==> src/rtl/pwm_pkg.sv <==
// Shared definitions for the multi-channel PWM generator.
//   - Default sizing constants for channel count, duty/counter width and period.
//   - pwm_duty_t: duty value type at the default counter width.
//   - duty_unpack(): extracts one channel's duty field from a packed duty bus.
package pwm_pkg;

   localparam int unsigned N_CH_DEF   = 3;
   localparam int unsigned CNT_W_DEF  = 8;
   localparam int unsigned PERIOD_DEF = 100;

   // Upper bounds that let duty_unpack() serve any legal instance size.
   localparam int unsigned MAX_CNT_W = 32;
   localparam int unsigned MAX_BUS_W = 1024;

   typedef logic [CNT_W_DEF-1:0] pwm_duty_t;

   // Channel idx occupies bits [idx*w +: w] of the bus; the result is zero-extended.
   function automatic logic [MAX_CNT_W-1:0] duty_unpack(input logic [MAX_BUS_W-1:0] bus,
                                                        input int unsigned idx,
                                                        input int unsigned w);
      logic [MAX_CNT_W-1:0] mask;
      mask = MAX_CNT_W'((64'd1 << w) - 64'd1);
      return MAX_CNT_W'(bus >> (idx * w)) & mask;
   endfunction

endpackage

==> src/rtl/pwm_multi_channel_if.sv <==
// Duty load port of the multi-channel PWM generator (valid/ready).
//   duty_in     packed duty values, channel i at [i*CNT_W +: CNT_W]
//   duty_valid  duty_in is valid; source holds both until duty_ready
//   duty_ready  shadow register is free; a transfer happens on valid & ready
// master: the colour/brightness source. slave: the PWM block.
interface pwm_multi_channel_if
   import pwm_pkg::*;
#(
   parameter int unsigned N_CH  = N_CH_DEF,
   parameter int unsigned CNT_W = CNT_W_DEF
);

   logic [N_CH*CNT_W-1:0] duty_in;
   logic                  duty_valid;
   logic                  duty_ready;

   modport master (
      output duty_in,
      output duty_valid,
      input  duty_ready
   );

   modport slave (
      input  duty_in,
      input  duty_valid,
      output duty_ready
   );

endinterface

==> src/rtl/pwm_channel.sv <==
// One PWM channel: active duty register, comparator and registered output.
// Optional fade stepper compiled in with PWM_FADE_EN.
//   clk, sys_rst_n  clock, asynchronous active-low reset
//   en              count enable; low holds the output
//   apply           wrap with an update pending: move active toward shadow
//   shadow          target duty for this channel
//   cnt_next        value the shared counter takes at this edge
//   pwm_out         registered PWM output
//   at_target       active (after this edge) equals shadow
module pwm_channel
   import pwm_pkg::*;
#(
   parameter int unsigned CNT_W     = CNT_W_DEF,
   parameter int unsigned FADE_STEP = 1
) (
   input  logic             clk,
   input  logic             sys_rst_n,
   input  logic             en,
   input  logic             apply,
   input  logic [CNT_W-1:0] shadow,
   input  logic [CNT_W-1:0] cnt_next,
   output logic             pwm_out,
   output logic             at_target
);

   logic [CNT_W-1:0] active_q, active_d;
   logic             pwm_q, pwm_d;

`ifdef PWM_FADE_EN
   localparam logic [CNT_W-1:0] STEP = CNT_W'(FADE_STEP);

   // Step toward the target, saturating on it.
   always_comb begin
      active_d = active_q;
      if (apply) begin
         if (active_q < shadow) begin
            active_d = ((shadow - active_q) > STEP) ? active_q + STEP : shadow;
         end else if (active_q > shadow) begin
            active_d = ((active_q - shadow) > STEP) ? active_q - STEP : shadow;
         end
      end
   end
`else
   logic unused_fade_step;
   assign unused_fade_step = ^CNT_W'(FADE_STEP);

   always_comb begin
      active_d = active_q;
      if (apply) begin
         active_d = shadow;
      end
   end
`endif

   // Compare against the next count and next duty so the output is aligned with the counter:
   // the first cycle of a period already shows the newly applied duty.
   always_comb begin
      pwm_d = pwm_q;
      if (en) begin
         pwm_d = (cnt_next < active_d);
      end
   end

   always_ff @(posedge clk or negedge sys_rst_n) begin
      if (!sys_rst_n) begin
         active_q <= '0;
         pwm_q    <= 1'b0;
      end else begin
         active_q <= active_d;
         pwm_q    <= pwm_d;
      end
   end

   assign pwm_out   = pwm_q;
   assign at_target = (active_d == shadow);

endmodule

==> src/rtl/pwm_multi_channel.sv <==
// N-channel PWM generator with a shared period counter and double-buffered duty values.
// New duties are accepted into a shadow register and applied only at period wraps, so outputs
// never glitch mid-period. Define PWM_FADE_EN to step duties toward their targets by FADE_STEP
// per period instead of jumping.
//   clk, sys_rst_n  clock, asynchronous active-low reset
//   en              count enable; low freezes counter, pwm_out, period_start
//   load            duty load port (slave): duty_in, duty_valid, duty_ready
//   pwm_out         registered PWM outputs, one per channel
//   period_start    one-cycle pulse in the first cycle of each period (cnt=0)
//   busy            an update is pending in the shadow register
module pwm_multi_channel
   import pwm_pkg::*;
#(
   parameter int unsigned N_CH      = N_CH_DEF,
   parameter int unsigned CNT_W     = CNT_W_DEF,
   parameter int unsigned PERIOD    = PERIOD_DEF,
   parameter int unsigned FADE_STEP = 1
) (
   input  logic                   clk,
   input  logic                   sys_rst_n,
   input  logic                   en,
   pwm_multi_channel_if.slave     load,
   output logic [N_CH-1:0]        pwm_out,
   output logic                   period_start,
   output logic                   busy
);

   // PERIOD is legal in 2..2^CNT_W, so PERIOD-1 always fits the counter.
   localparam logic [CNT_W-1:0] CNT_MAX = CNT_W'(PERIOD - 1);

   logic [CNT_W-1:0]      cnt_q, cnt_d;
   logic [N_CH*CNT_W-1:0] shadow_q, shadow_d;
   logic                  pending_q, pending_d;
   logic                  period_start_q;
   logic                  wrap, xfer, apply;
   logic [N_CH-1:0]       at_target;

   assign wrap  = en && (cnt_q == CNT_MAX);
   assign xfer  = load.duty_valid && !pending_q;
   assign apply = wrap && pending_q;

   always_comb begin
      cnt_d = cnt_q;
      if (en) begin
         cnt_d = wrap ? '0 : cnt_q + CNT_W'(1);
      end
   end

   // xfer only happens with pending clear and apply only with pending set, so a load landing
   // on a wrap always waits for the following wrap.
   always_comb begin
      shadow_d  = shadow_q;
      pending_d = pending_q;
      if (xfer) begin
         shadow_d  = load.duty_in;
         pending_d = 1'b1;
      end else if (apply && (&at_target)) begin
         pending_d = 1'b0;
      end
   end

   always_ff @(posedge clk or negedge sys_rst_n) begin
      if (!sys_rst_n) begin
         cnt_q          <= '0;
         shadow_q       <= '0;
         pending_q      <= 1'b0;
         period_start_q <= 1'b0;
      end else begin
         cnt_q          <= cnt_d;
         shadow_q       <= shadow_d;
         pending_q      <= pending_d;
         period_start_q <= wrap;
      end
   end

   for (genvar i = 0; i < N_CH; i++) begin : g_ch
      logic [CNT_W-1:0] shadow_ch;

      assign shadow_ch = CNT_W'(duty_unpack(MAX_BUS_W'(shadow_q), i, CNT_W));

      pwm_channel #(
         .CNT_W     (CNT_W),
         .FADE_STEP (FADE_STEP)
      ) u_ch (
         .clk       (clk),
         .sys_rst_n (sys_rst_n),
         .en        (en),
         .apply     (apply),
         .shadow    (shadow_ch),
         .cnt_next  (cnt_d),
         .pwm_out   (pwm_out[i]),
         .at_target (at_target[i])
      );
   end

   assign load.duty_ready = !pending_q;
   assign period_start    = period_start_q;
   assign busy            = pending_q;

endmodule

==> src/flat_wrapper.sv <==
// flat-port wrapper written by rule: the top's interface ports become plain ports
module pwm_multi_channel_flat import pwm_pkg::*;
#(
   parameter int unsigned N_CH      = N_CH_DEF,
   parameter int unsigned CNT_W     = CNT_W_DEF,
   parameter int unsigned PERIOD    = PERIOD_DEF,
   parameter int unsigned FADE_STEP = 1
)
  (clk, sys_rst_n, en, pwm_out, period_start, busy, load_duty_in, load_duty_valid, load_duty_ready);
  pwm_multi_channel_if #(.N_CH(N_CH), .CNT_W(CNT_W)) load_i ();
  input  logic clk;
  input  logic sys_rst_n;
  input  logic en;
  output logic [N_CH-1:0] pwm_out;
  output logic period_start;
  output logic busy;
  input wire logic [$bits(load_i.duty_in)-1:0] load_duty_in;
  input wire logic [$bits(load_i.duty_valid)-1:0] load_duty_valid;
  output wire logic [$bits(load_i.duty_ready)-1:0] load_duty_ready;
  assign load_i.duty_in = load_duty_in;
  assign load_i.duty_valid = load_duty_valid;
  assign load_duty_ready = load_i.duty_ready;
  pwm_multi_channel #(.N_CH(N_CH), .CNT_W(CNT_W), .PERIOD(PERIOD), .FADE_STEP(FADE_STEP)) u_core (.clk(clk), .sys_rst_n(sys_rst_n), .en(en), .load(load_i), .pwm_out(pwm_out), .period_start(period_start), .busy(busy));
endmodule
==> config.mk <==
export PLATFORM = sky130hd
export DESIGN_NAME = pwm_multi_channel_flat
export DESIGN_NICKNAME = d
export VERILOG_FILES = /design/src/rtl/pwm_pkg.sv /design/src/rtl/pwm_multi_channel_if.sv /design/src/rtl/pwm_channel.sv /design/src/rtl/pwm_multi_channel.sv /design/src/flat_wrapper.sv
export SDC_FILE = /design/constraint.sdc
export NUM_CORES = 1
export LEC_CHECK = 0
export ABC_CLOCK_PERIOD_IN_PS = 4100
export CORE_MARGIN = 2
export CORE_UTILIZATION = 45
export CTS_BUF_LIST = sky130_fd_sc_hd__clkbuf_8
export DETAILED_ROUTE_END_ITERATION = 10
export GPL_ROUTABILITY_DRIVEN = 0
export PLACE_DENSITY_LB_ADDON = 0.12
export SYNTH_ARGS = -nofsm -noshare
export SYNTH_HDL_FRONTEND = slang
export SYNTH_HIERARCHICAL = 1
export SYNTH_SLANG_ARGS = --single-unit
==> constraint.sdc <==
create_clock -name clk -period 4.1 [get_ports clk]
set_input_delay 0.82 -clock clk [delete_from_list [all_inputs] [get_ports clk]]
set_output_delay 0.82 -clock clk [all_outputs]
set_load 0.005 [all_outputs]
==> out/results.txt, run 1 <==
status = finished, final reports clean
Yosys warning total = 6
Mapped Cells = 262
Power, Total = 1770 uW
Slew Limit Fails = 0
drt total wl = 6.23 mm
Place WS = 0.685 ns
Post-Syn Area = 3170 um2
R2R Path Start = u_core/cnt_q[2]
Worst Path Class, Setup = in2reg
Final TNS setup = 0 ns
initial DRC count = 60
worst slew pin tran = 0.949 ns
Net Count, Synth = 312
antenna violations before repair = 0
VDD IR max = 249 uV
# diodes = 0
largest net degree at the start of global routing = 42
Rel. slew slack = 36.7%
worst-case clock buffer depth = 2
Synth top area share = 48.2%
Seq cells post-synth = 61
Max FO, Critical Path = 18
min-delay worst type = reg2reg
fraction of registers with async set or reset after synthesis = 100%
prevailing post-synth register cell = dfrtp_1
Synth cell types = 38
CTS Buf Count = 9
Seq/Total Area, Yosys = 48.2%
grt ovf = 0
DR WL/cell = 15.3 um
worst r2r path cells = 9
vias in the first global route = 2123
PwrDens = 461 nW/um2
period utilization = 74.6%
Worst Setup SP = en
CTS Hold Bufs = 0
worst reg2reg path endpoint = u_core/g_ch[0].u_ch/pwm_out
Final nets = 356
synth top area cells = dfrtp_1 48%, ha_1 8.7%, mux2i_1 6.6%
Leakage = 0.00195 uW
post-cts resize count = 0
Initial Utilization = 46.6%
top cells by count, synth = 61 x dfrtp_1, 28 x inv_1, 22 x ha_1
layout cells sized above 1 = 16.1%
number of flops mapped to enable cells by yosys = 0
Die Ht = 87.9 um
Final Setup Violations = 0
Final Hold Viols = 0
via count = 2095
leading area contributor after synthesis = dfrtp_1
final worst slack = 1.04 ns
fin util = 56.4%
Worst setup SP type = input pin
reg2reg setup slack = 1.13 ns
# rows = 30
CP Capture Type = flop
hpwl dp = 4.53 mm
CP endpoint = u_core/g_ch[0].u_ch/pwm_out
CTS tree = done
Filler Cell Count = 596
Worst-path clk slew = 0.07 ns
arrival time at the worst endpoint = 3.32 ns
port buffer count = 33
Detailed Routing Iterations Pass 1 = 4
syn_area_per_cell = 12.1 um2
Clock Sinks = 61
worst-skew pair later-pin latency = 0.34 ns
io pins = 34
Fin Hold WS = 0.530 ns
worst path required time = 4.36 ns
worst clock skew = 0.00686 ns
DRC viols = 0
f_max = 0.327 GHz
die area = 7730 um2
Area Overhead vs Synth = 20.9%
Root Buffer = clkbuf_8
GRT Resource Usage Total = 18.3%
die extent in x = 87.9 um
RSZ-0062 raised after global routing = no
first-pass GRT wire length = 10.5 mm
Vias/cell = 5.15
postcts setup bufs = 0
core region area = 6790 um2
max_cap viols = 0
Final min period = 3.06 ns
remaining antenna violation count = 0
cell with the most instances after synthesis = dfrtp_1
H-tree depth = 3
worst min-delay path startpoint = u_core/g_ch[2].u_ch/active_q[5]
## placed cells by master (no fill, tap or decap), types with 2 or more instances in the layout
cell type / synthesis / final
o2111ai_1: 3 / 3
xnor2_1: 7 / 7
mux2_2: 18 / 18
nor2_1: 8 / 8
mux2_4: 3 / 3
a21o_1: 9 / 9
clkinv_2: 0 / 3
ha_1: 22 / 22
a41o_2: 3 / 3
a21oi_1: 6 / 6
buf_4: 0 / 7
dfrtp_1: 61 / 61
xor2_1: 20 / 20
bufinv_16: 0 / 2
clkbuf_8: 0 / 9
o21ai_1: 2 / 2
inv_1: 28 / 30
mux2i_1: 21 / 21
mux2_1: 6 / 6
nand2_1: 7 / 7
nand3b_1: 3 / 3
clkdlybuf4s50_1: 0 / 32
a31oi_1: 3 / 3
nand3_1: 3 / 3
nor4_1: 4 / 3
o22ai_1: 4 / 4
## metrics by stage
stage               area (um2)  cells
finish                    3830    407
global route              3830    407
CTS                       3830    407
detailed placement        3620    391
global placement          3620    391
floorplan                 3170    262
## flip-flops by register name (all words and copies together), names as in the netlist
signal	count
u_core/busy	1
u_core/cnt_q	8
u_core/g_ch.u_ch/active_q	24
u_core/g_ch.u_ch/pwm_out	3
u_core/period_start	1
u_core/shadow_q	24
## worst max-delay path, cell delays in order
cell and delay (ns):
clkdlybuf4s50_1 0.48, nand2_1 0.22, nor4_2 0.35, buf_4 0.35
mux2i_1 0.29, ha_1 0.28, a21o_1 0.18, a21oi_1 0.15
a21oi_1 0.09, o22ai_1 0.10
## power by group
| group | internal, uW | switching, uW | leakage, uW |
|---|---|---|---|
| Combinational | 233 | 238 | 0.00104 |
| Clock | 334 | 228 | 0.000115 |
| Sequential | 669 | 62.4 | 0.000795 |
| Total | 1240 | 529 | 0.00195 |
## area by class of cell
cell class	instances	area [um2]	share of cell area, %
clock buffers	9	124	3.24
flip-flops and latches	61	1530	39.9
multi-input cells	166	1490	39.0
inverters	28	105	2.75
well taps	96	120	3.14
repair buffers	40	378	9.87
clock inverters	7	82.6	2.16
## cell families after synthesis
| logic type | count (synthesis) | synth area share [%] |
|---|---|---|
| DFF | 61 | 48.2 |
| muxes | 48 | 16.6 |
| AOI/OAI and AO/OA | 36 | 8.37 |
| buffers and inverters | 35 | 4.98 |
| and+or+nand+nor | 33 | 5.73 |
| xor gates and xnor gates | 27 | 7.46 |
| adders and majority gates | 22 | 8.69 |
## routing by layer
layer	share of wire, %	GRT usage (%)	vias to the layer above
met5	0	0	-
met2	46	27.6	52
li1	-	-	1010
met4	1.9	7.41	0
met3	4.7	5.66	10
met1	48	24.7	1023
## how the worst min path moves through the flow
stage                                      endpoint  slack [ns]  depth (start not counted)
floorplan           u_core/g_ch[0].u_ch/active_q[5]        0.50                          2
global placement    u_core/g_ch[2].u_ch/active_q[1]        0.52                          2
detailed placement  u_core/g_ch[2].u_ch/active_q[5]        0.52                          2
CTS                 u_core/g_ch[2].u_ch/active_q[5]        0.54                          2
global route        u_core/g_ch[2].u_ch/active_q[1]        0.55                          2
finish              u_core/g_ch[2].u_ch/active_q[5]        0.53                          2
Power figures use the tool's default switching activity.
==> inputs of run 2 (changes only) <==
- ABC_CLOCK_PERIOD_IN_PS: 4100 -> 2600
- clock period: 4.1 -> 2.6 ns (I/O delays scaled with it)
==> run 2 against run 1 <==
The flow now finishes with violations (setup timing). Non-clock buffer count grew 33. Clock skew grew 0.0019 ns. Wire length grew 5.6%. Power grew 68%. Clock power grew 68%. Critical path depth is the same. Global-route usage grew 0.98 points. Utilization grew 5.0 points. Register-to-register slack lost 1.2 ns. Sequential power grew 56%. Critical endpoint unchanged. Largest cell class is now multi-input combinational cells. Highest routed layer unchanged.
==> out/results.txt, run 2 (synthesis gave the netlist of run 1 again) <==
GRT Resource Usage Total = 19.3% (was 18.3%)
worst slew pin tran = 0.521 ns (was 0.949 ns)
worst-case clock buffer depth = 2 (unchanged)
antenna violations before repair = 0 (unchanged)
Worst Path Class, Setup = reg2reg (was in2reg)
Final min period = 2.63 ns
core region area = 6790 um2 (unchanged)
Area Overhead vs Synth = 31.6% (was 20.9%)
commonest non-fill, non-tap cells in the layout = 61 x dfrtp_1, 37 x buf_4, 32 x clkdlybuf4s50_1, 28 x inv_1, 22 x ha_1 (was 61 x dfrtp_1, 32 x clkdlybuf4s50_1, 30 x inv_1, 22 x ha_1, 21 x mux2i_1)
period utilization = 101%
slowest stage delay, CP = 0.56 ns (was 0.48 ns)
Worst path most repeated cell = buf_12 (was a21oi_1)
f_max = 0.380 GHz
status = complete, but fails checks (was finished, final reports clean)
H-tree depth = 3 (unchanged)
CP Capture Type = flop (unchanged)
Detailed Routing Iterations Pass 1 = 4 (unchanged)
Final nets = 389 (was 356)
CTS Buf Count = 9 (unchanged)
Slew Limit Fails = 0 (unchanged)
final worst slack = -0.0308 ns (was 1.04 ns)
critical-path cell list = or4_4 -> nor4_4 -> buf_12 -> buf_12 -> mux2i_1 -> ha_1 -> o2111ai_1 -> a21o_1 -> a21oi_1 -> o22ai_1 (was clkdlybuf4s50_1 -> nand2_1 -> nor4_2 -> buf_4 -> mux2i_1 -> ha_1 -> a21o_1 -> a21oi_1 -> a21oi_1 -> o22ai_1)
Place WS = -0.312 ns (was 0.685 ns)
io pins = 34 (unchanged)
# rows = 30 (unchanged)
Placed Instances = 419 (was 391)
biggest regs = u_core/g_ch.u_ch/active_q (24), u_core/shadow_q (24), u_core/cnt_q (8) (unchanged)
via count = 2185 (was 2095)
RSZ-0062 raised after global routing = yes (was no)
CTS tree = done (unchanged)
drt total wl = 6.58 mm (was 6.23 mm)
Worst-path clk slew = 0.07 ns (about the same)
DRC viols = 0 (unchanged)
DR WL/cell = 14.9 um (was 15.3 um)
Rel. slew slack = 65.2% (was 36.7%)
Final Setup Violations = 3 (was 0)
Initial Utilization = 46.6% (unchanged)
failing checks = setup timing
PwrDens = 712 nW/um2 (was 461 nW/um2)
grt ovf = 0 (unchanged)
Final Hold Viols = 0 (unchanged)
arrival time at the worst endpoint = 2.86 ns (was 3.32 ns)
die extent in x = 87.9 um (unchanged)
max_cap viols = 0 (unchanged)
Worst setup SP type = flop (was input pin)
remaining antenna violation count = 0 (unchanged)
Max FO, Critical Path = 16 (was 18)
largest net degree at the start of global routing = 42 (unchanged)
initial DRC count = 91 (was 60)
worst path required time = 2.83 ns (was 4.36 ns)
Filler Cell Count = 555 (was 596)
Final TNS setup = -0.0783 ns (was 0 ns)
min-delay worst type = in2async (was reg2reg)
non-filler cells, final = 440 (was 407)
worst-skew pair later-pin latency = 0.34 ns (about the same)
commonest non-fill, non-tap cell in the layout = dfrtp_1 (unchanged)
worst-path cell with the longest stage delay = or4_4 (was clkdlybuf4s50_1)
Vias/cell = 4.97 (was 5.15)
worst clock skew = 0.00872 ns (was 0.00686 ns)
Clock Sinks = 61 (unchanged)
port buffer count = 33 (unchanged)
Leakage = 0.00213 uW (was 0.00195 uW)
hpwl dp = 4.76 mm (was 4.53 mm)
Fin Hold WS = 0.149 ns (was 0.530 ns)
die area = 7730 um2 (unchanged)
vias in the first global route = 2191 (was 2123)
# diodes = 0 (unchanged)
Die Ht = 87.9 um (unchanged)
Root Buffer = clkbuf_8 (unchanged)
fin util = 61.3% (was 56.4%)
first-pass GRT wire length = 11.0 mm (was 10.5 mm)
layout cells sized above 1 = 26.2% (was 16.1%)
VDD IR max = 397 uV (was 249 uV)
run 2: critical path, delay by kind of cell (launching register included):
family	cells	cell delay (ns)
AND/OR/NAND/NOR	2	0.87
adder cells (fa/ha/maj)	1	0.20
multiplexers	1	0.22
buffers and inverters	2	0.34
flip-flops	1	0.39
AO/OA/AOI/OAI	4	0.48
run 2: timing repair:
| action | CTS | global route |
|---|---|---|
| pin swaps | 0 | 0 |
| hold buffers | 0 | 0 |
| gates resized for setup | 3 | 3 |
| endpoints found under the setup margin | 3 | 3 |
| buffers inserted | 5 | 0 |
| gates cloned | 0 | 0 |
run 2: area by class of cell:
| cell class | instances | area, um2 | area share [%] |
|---|---|---|---|
| multi-input combinational | 166 | 1530 | 36.7 |
| clock buffer | 10 | 138 | 3.30 |
| tap | 96 | 120 | 2.88 |
| sequential | 61 | 1530 | 36.6 |
| clock inverter | 6 | 86.3 | 2.07 |
| inverter | 28 | 105 | 2.52 |
| timing repair buffer | 73 | 663 | 15.9 |
run 2: stage by stage:
step	total power, uW	instance area [um2]
floorplan	1660	3180
global placement	2000	3870
detailed placement	2020	3870
CTS	3000	4150
global route	3160	4170
finish	2970	4170
run 2: report_power, final:
group / internal [uW] / switching [uW] / total (uW)
Combinational: 465 / 413 / 878
Clock: 564 / 384 / 948
Sequential: 1050 / 86.0 / 1140
Total: 2080 / 883 / 2970
run 2: per-layer routing:
layer	track usage, %	wire length (um)	vias to the layer above
li1	-	-	1075
met2	31.1	3090	41
met5	0	0	-
met1	26.2	3160	1063
met3	4.62	259	6
met4	5.45	65	0
run 2: path summary, 6_finish.rpt:
kind	cells after the start	end	slack (ns)	startpoint
setup / recovery	10	u_core/g_ch[0].u_ch/pwm_out	-0.03	u_core/cnt_q[2]
hold / removal	1	u_core/cnt_q[6]	0.15	sys_rst_n
setup reg to reg	10	u_core/g_ch[0].u_ch/pwm_out	-0.03	u_core/cnt_q[2]
hold reg to reg	1	u_core/shadow_q[23]	0.54	u_core/shadow_q[23]
max in group asynchronous	2	u_core/g_ch[1].u_ch/active_q[1]	1.84	sys_rst_n
min in group clk	1	u_core/shadow_q[23]	0.54	u_core/shadow_q[23]
==> inputs of run 3 (changes only) <==
- ABC_CLOCK_PERIOD_IN_PS: 2600 -> 2860
- GPL_TIMING_DRIVEN: default -> 0
- clock period: 2.6 -> 2.86 ns (I/O delays scaled with it)
==> run 3 against run 2 <==
The run now ends clean. Global-route usage down 1.2 points. Hold slack better by 0.091 ns. Sequential power down 8%. Via count down 2.0%. Combinational power down 8.4%. Power down 13%. Fmax down 3.6%. Critical path depth up 1. Register-to-register slack better by 0.16 ns. Clock-buffer cell count up 3. Sequential share of layout area up 0.31 points. Design area down 0.84%. Critical endpoint is now u_core/g_ch[2].u_ch/pwm_out.
==> out/results.txt, run 3 (synthesis gave the netlist of run 1 again) <==
Comb pwr share = 31.2% (was 29.6%)
# rows = 30 (unchanged)
Initial Utilization = 46.6% (unchanged)
grt ovf = 0 (unchanged)
CP top delay family = simple AND/OR/NAND/NOR gates (unchanged)
PwrDens = 623 nW/um2 (was 712 nW/um2)
CTS Hold Bufs = 0 (unchanged)
clock power share = 27.9% (was 32.0%)
Buf/Inv on CP = 3 (was 2)
DR WL/cell = 15.3 um (was 14.9 um)
Root Buffer = clkbuf_8 (unchanged)
commonest non-fill, non-tap cells in the layout = 61 x dfrtp_1, 31 x inv_1, 31 x clkdlybuf4s50_1, 20 x xor2_1 (was 61 x dfrtp_1, 37 x buf_4, 32 x clkdlybuf4s50_1, 28 x inv_1, 22 x ha_1)
Die Ht = 87.9 um (unchanged)
layout cells sized above 1 = 24.8% (was 26.2%)
H-tree depth = 3 (unchanged)
antenna violations before repair = 0 (unchanged)
drt total wl = 6.46 mm (was 6.58 mm)
Clock Sinks = 61 (unchanged)
Final nets = 371 (was 389)
Worst setup SP type = flop (unchanged)
non-filler cells, final = 422 (was 440)
CTS Buf Count = 9 (unchanged)
max_cap viols = 0 (unchanged)
CP Capture Type = flop (unchanged)
Power, Total = 2580 uW (was 2970 uW)
worst slew pin tran = 0.898 ns (was 0.521 ns)
period utilization = 95.4% (was 101%)
vias in the first global route = 2116 (was 2191)
status = finished, final reports clean (was complete, but fails checks)
Final min period = 2.73 ns (was 2.63 ns)
Final Setup Violations = 0 (was 3)
DRC viols = 0 (unchanged)
Sequential Power Share = 40.9% (was 38.4%)
critical-path cell list = or4_4 -> buf_6 -> nor4_4 -> buf_6 -> buf_12 -> mux2i_4 -> ha_4 -> a21o_1 -> a21oi_1 -> a21oi_1 -> o22ai_1 (was or4_4 -> nor4_4 -> buf_12 -> buf_12 -> mux2i_1 -> ha_1 -> o2111ai_1 -> a21o_1 -> a21oi_1 -> o22ai_1)
CTS tree = done (unchanged)
switching share of power = 30.9% (was 29.8%)
final worst slack = 0.131 ns (was -0.0308 ns)
Psw = 795 uW (was 883 uW)
core region area = 6790 um2 (unchanged)
die extent in x = 87.9 um (unchanged)
via count = 2141 (was 2185)
f_max = 0.366 GHz (was 0.380 GHz)
initial DRC count = 83 (was 91)
biggest regs = u_core/g_ch.u_ch/active_q (24), u_core/shadow_q (24), u_core/cnt_q (8) (unchanged)
Max FO, Critical Path = 7 (was 16)
Detailed Routing Iterations Pass 1 = 4 (unchanged)
Vias/cell = 5.07 (was 4.97)
worst path required time = 3.11 ns (was 2.83 ns)
Leakage = 0.00207 uW (was 0.00213 uW)
VDD IR max = 307 uV (was 397 uV)
Area Overhead vs Synth = 30.5% (was 31.6%)
io pins = 34 (unchanged)
slowest stage delay, CP = 0.54 ns (was 0.56 ns)
commonest non-fill, non-tap cell in the layout = dfrtp_1 (unchanged)
worst-skew pair later-pin latency = 0.33 ns (was 0.34 ns)
Place WS = -1.11 ns (was -0.312 ns)
first-pass GRT wire length = 10.3 mm (was 11.0 mm)
Placed Instances = 392 (was 419)
port buffer count = 33 (unchanged)
Slew Limit Fails = 0 (unchanged)
die area = 7730 um2 (unchanged)
worst-case clock buffer depth = 2 (unchanged)
# diodes = 0 (unchanged)
Final TNS setup = 0 ns (was -0.0783 ns)
remaining antenna violation count = 0 (unchanged)
worst-path cell with the longest stage delay = or4_4 (unchanged)
worst clock skew = 0.00645 ns (was 0.00872 ns)
Worst Path Class, Setup = reg2reg (unchanged)
Rel. slew slack = 39.7% (was 65.2%)
min-delay worst type = in2async (unchanged)
arrival time at the worst endpoint = 2.98 ns (was 2.86 ns)
Worst-path clk slew = 0.07 ns (about the same)
GRT Resource Usage Total = 18.1% (was 19.3%)
hpwl dp = 4.44 mm (was 4.76 mm)
RSZ-0062 raised after global routing = no (was yes)
internal power = 1780 uW (was 2080 uW)
Final Hold Viols = 0 (unchanged)
largest net degree at the start of global routing = 37 (was 42)
-- run 3: cell types whose count changed in the layout (fill, tap and decap cells not counted), sizes merged --
| cell | delta |
|---|---|
| clkinv | -3 |
| inv | +3 |
| buf | -20 |
| clkinvlp | -1 |
| clkbuf | +6 |
| clkdlybuf4s50 | -1 |
| bufinv | -2 |
-- run 3: stage by stage --
step	area (um2)	utilization, %	hold WS (ns)
floorplan	3170	-	0.276
global placement	3620	53.3	0.512
detailed placement	3630	53.5	0.523
CTS	3920	57.7	0.251
global route	4130	60.8	0.290
finish	4130	60.8	0.240
-- run 3: timing repair --
action | 4_1_cts | 5_1_grt
cloned | 1 | 1
buffers inserted | 7 | 5
resized for setup | 8 | 30
endpoints found under the setup margin | 19 | 3
pin swaps | 1 | 4
-- run 3: path summary, 6_finish.rpt --
kind / startpoint / end / slack (ns) / cells after the start
setup / recovery: u_core/cnt_q[2] / u_core/g_ch[2].u_ch/pwm_out / 0.13 / 11
hold / removal: sys_rst_n / u_core/period_start / 0.24 / 1
setup reg to reg: u_core/cnt_q[2] / u_core/g_ch[2].u_ch/pwm_out / 0.13 / 11
hold reg to reg: u_core/busy / u_core/busy / 0.53 / 1
max in group asynchronous: sys_rst_n / u_core/shadow_q[3] / 2.02 / 2
min in group clk: u_core/busy / u_core/busy / 0.53 / 1
-- run 3: final cells by class --
type / count / area, um2
clock inverters: 3 / 11.3
flip-flops and latches: 61 / 1530
inverters: 28 / 105
multi-input cells: 166 / 1650
fillers: 572 / 2660
clock buffers: 13 / 179
repair buffers: 48 / 464
plain buffers: 7 / 80.1
well taps: 96 / 120
-- run 3: power groups by stage --
stage / clock (uW) / combinational (uW) / sequential, uW
floorplan: 0 / 457 / 1040
global placement: 0 / 653 / 1060
detailed placement: 0 / 676 / 1060
CTS: 739 / 686 / 1050
global route: 778 / 895 / 1060
finish: 720 / 804 / 1050
-- run 3: layer usage --
metal	vias up	GRT usage (%)	wire, um	part of all wire [%]
met3	14	3.58	242	3.7
met5	-	0	0	0
met4	0	10.1	166	2.6
met1	1038	24.6	3130	48
met2	44	27.2	2920	45
li1	1045	-	-	-
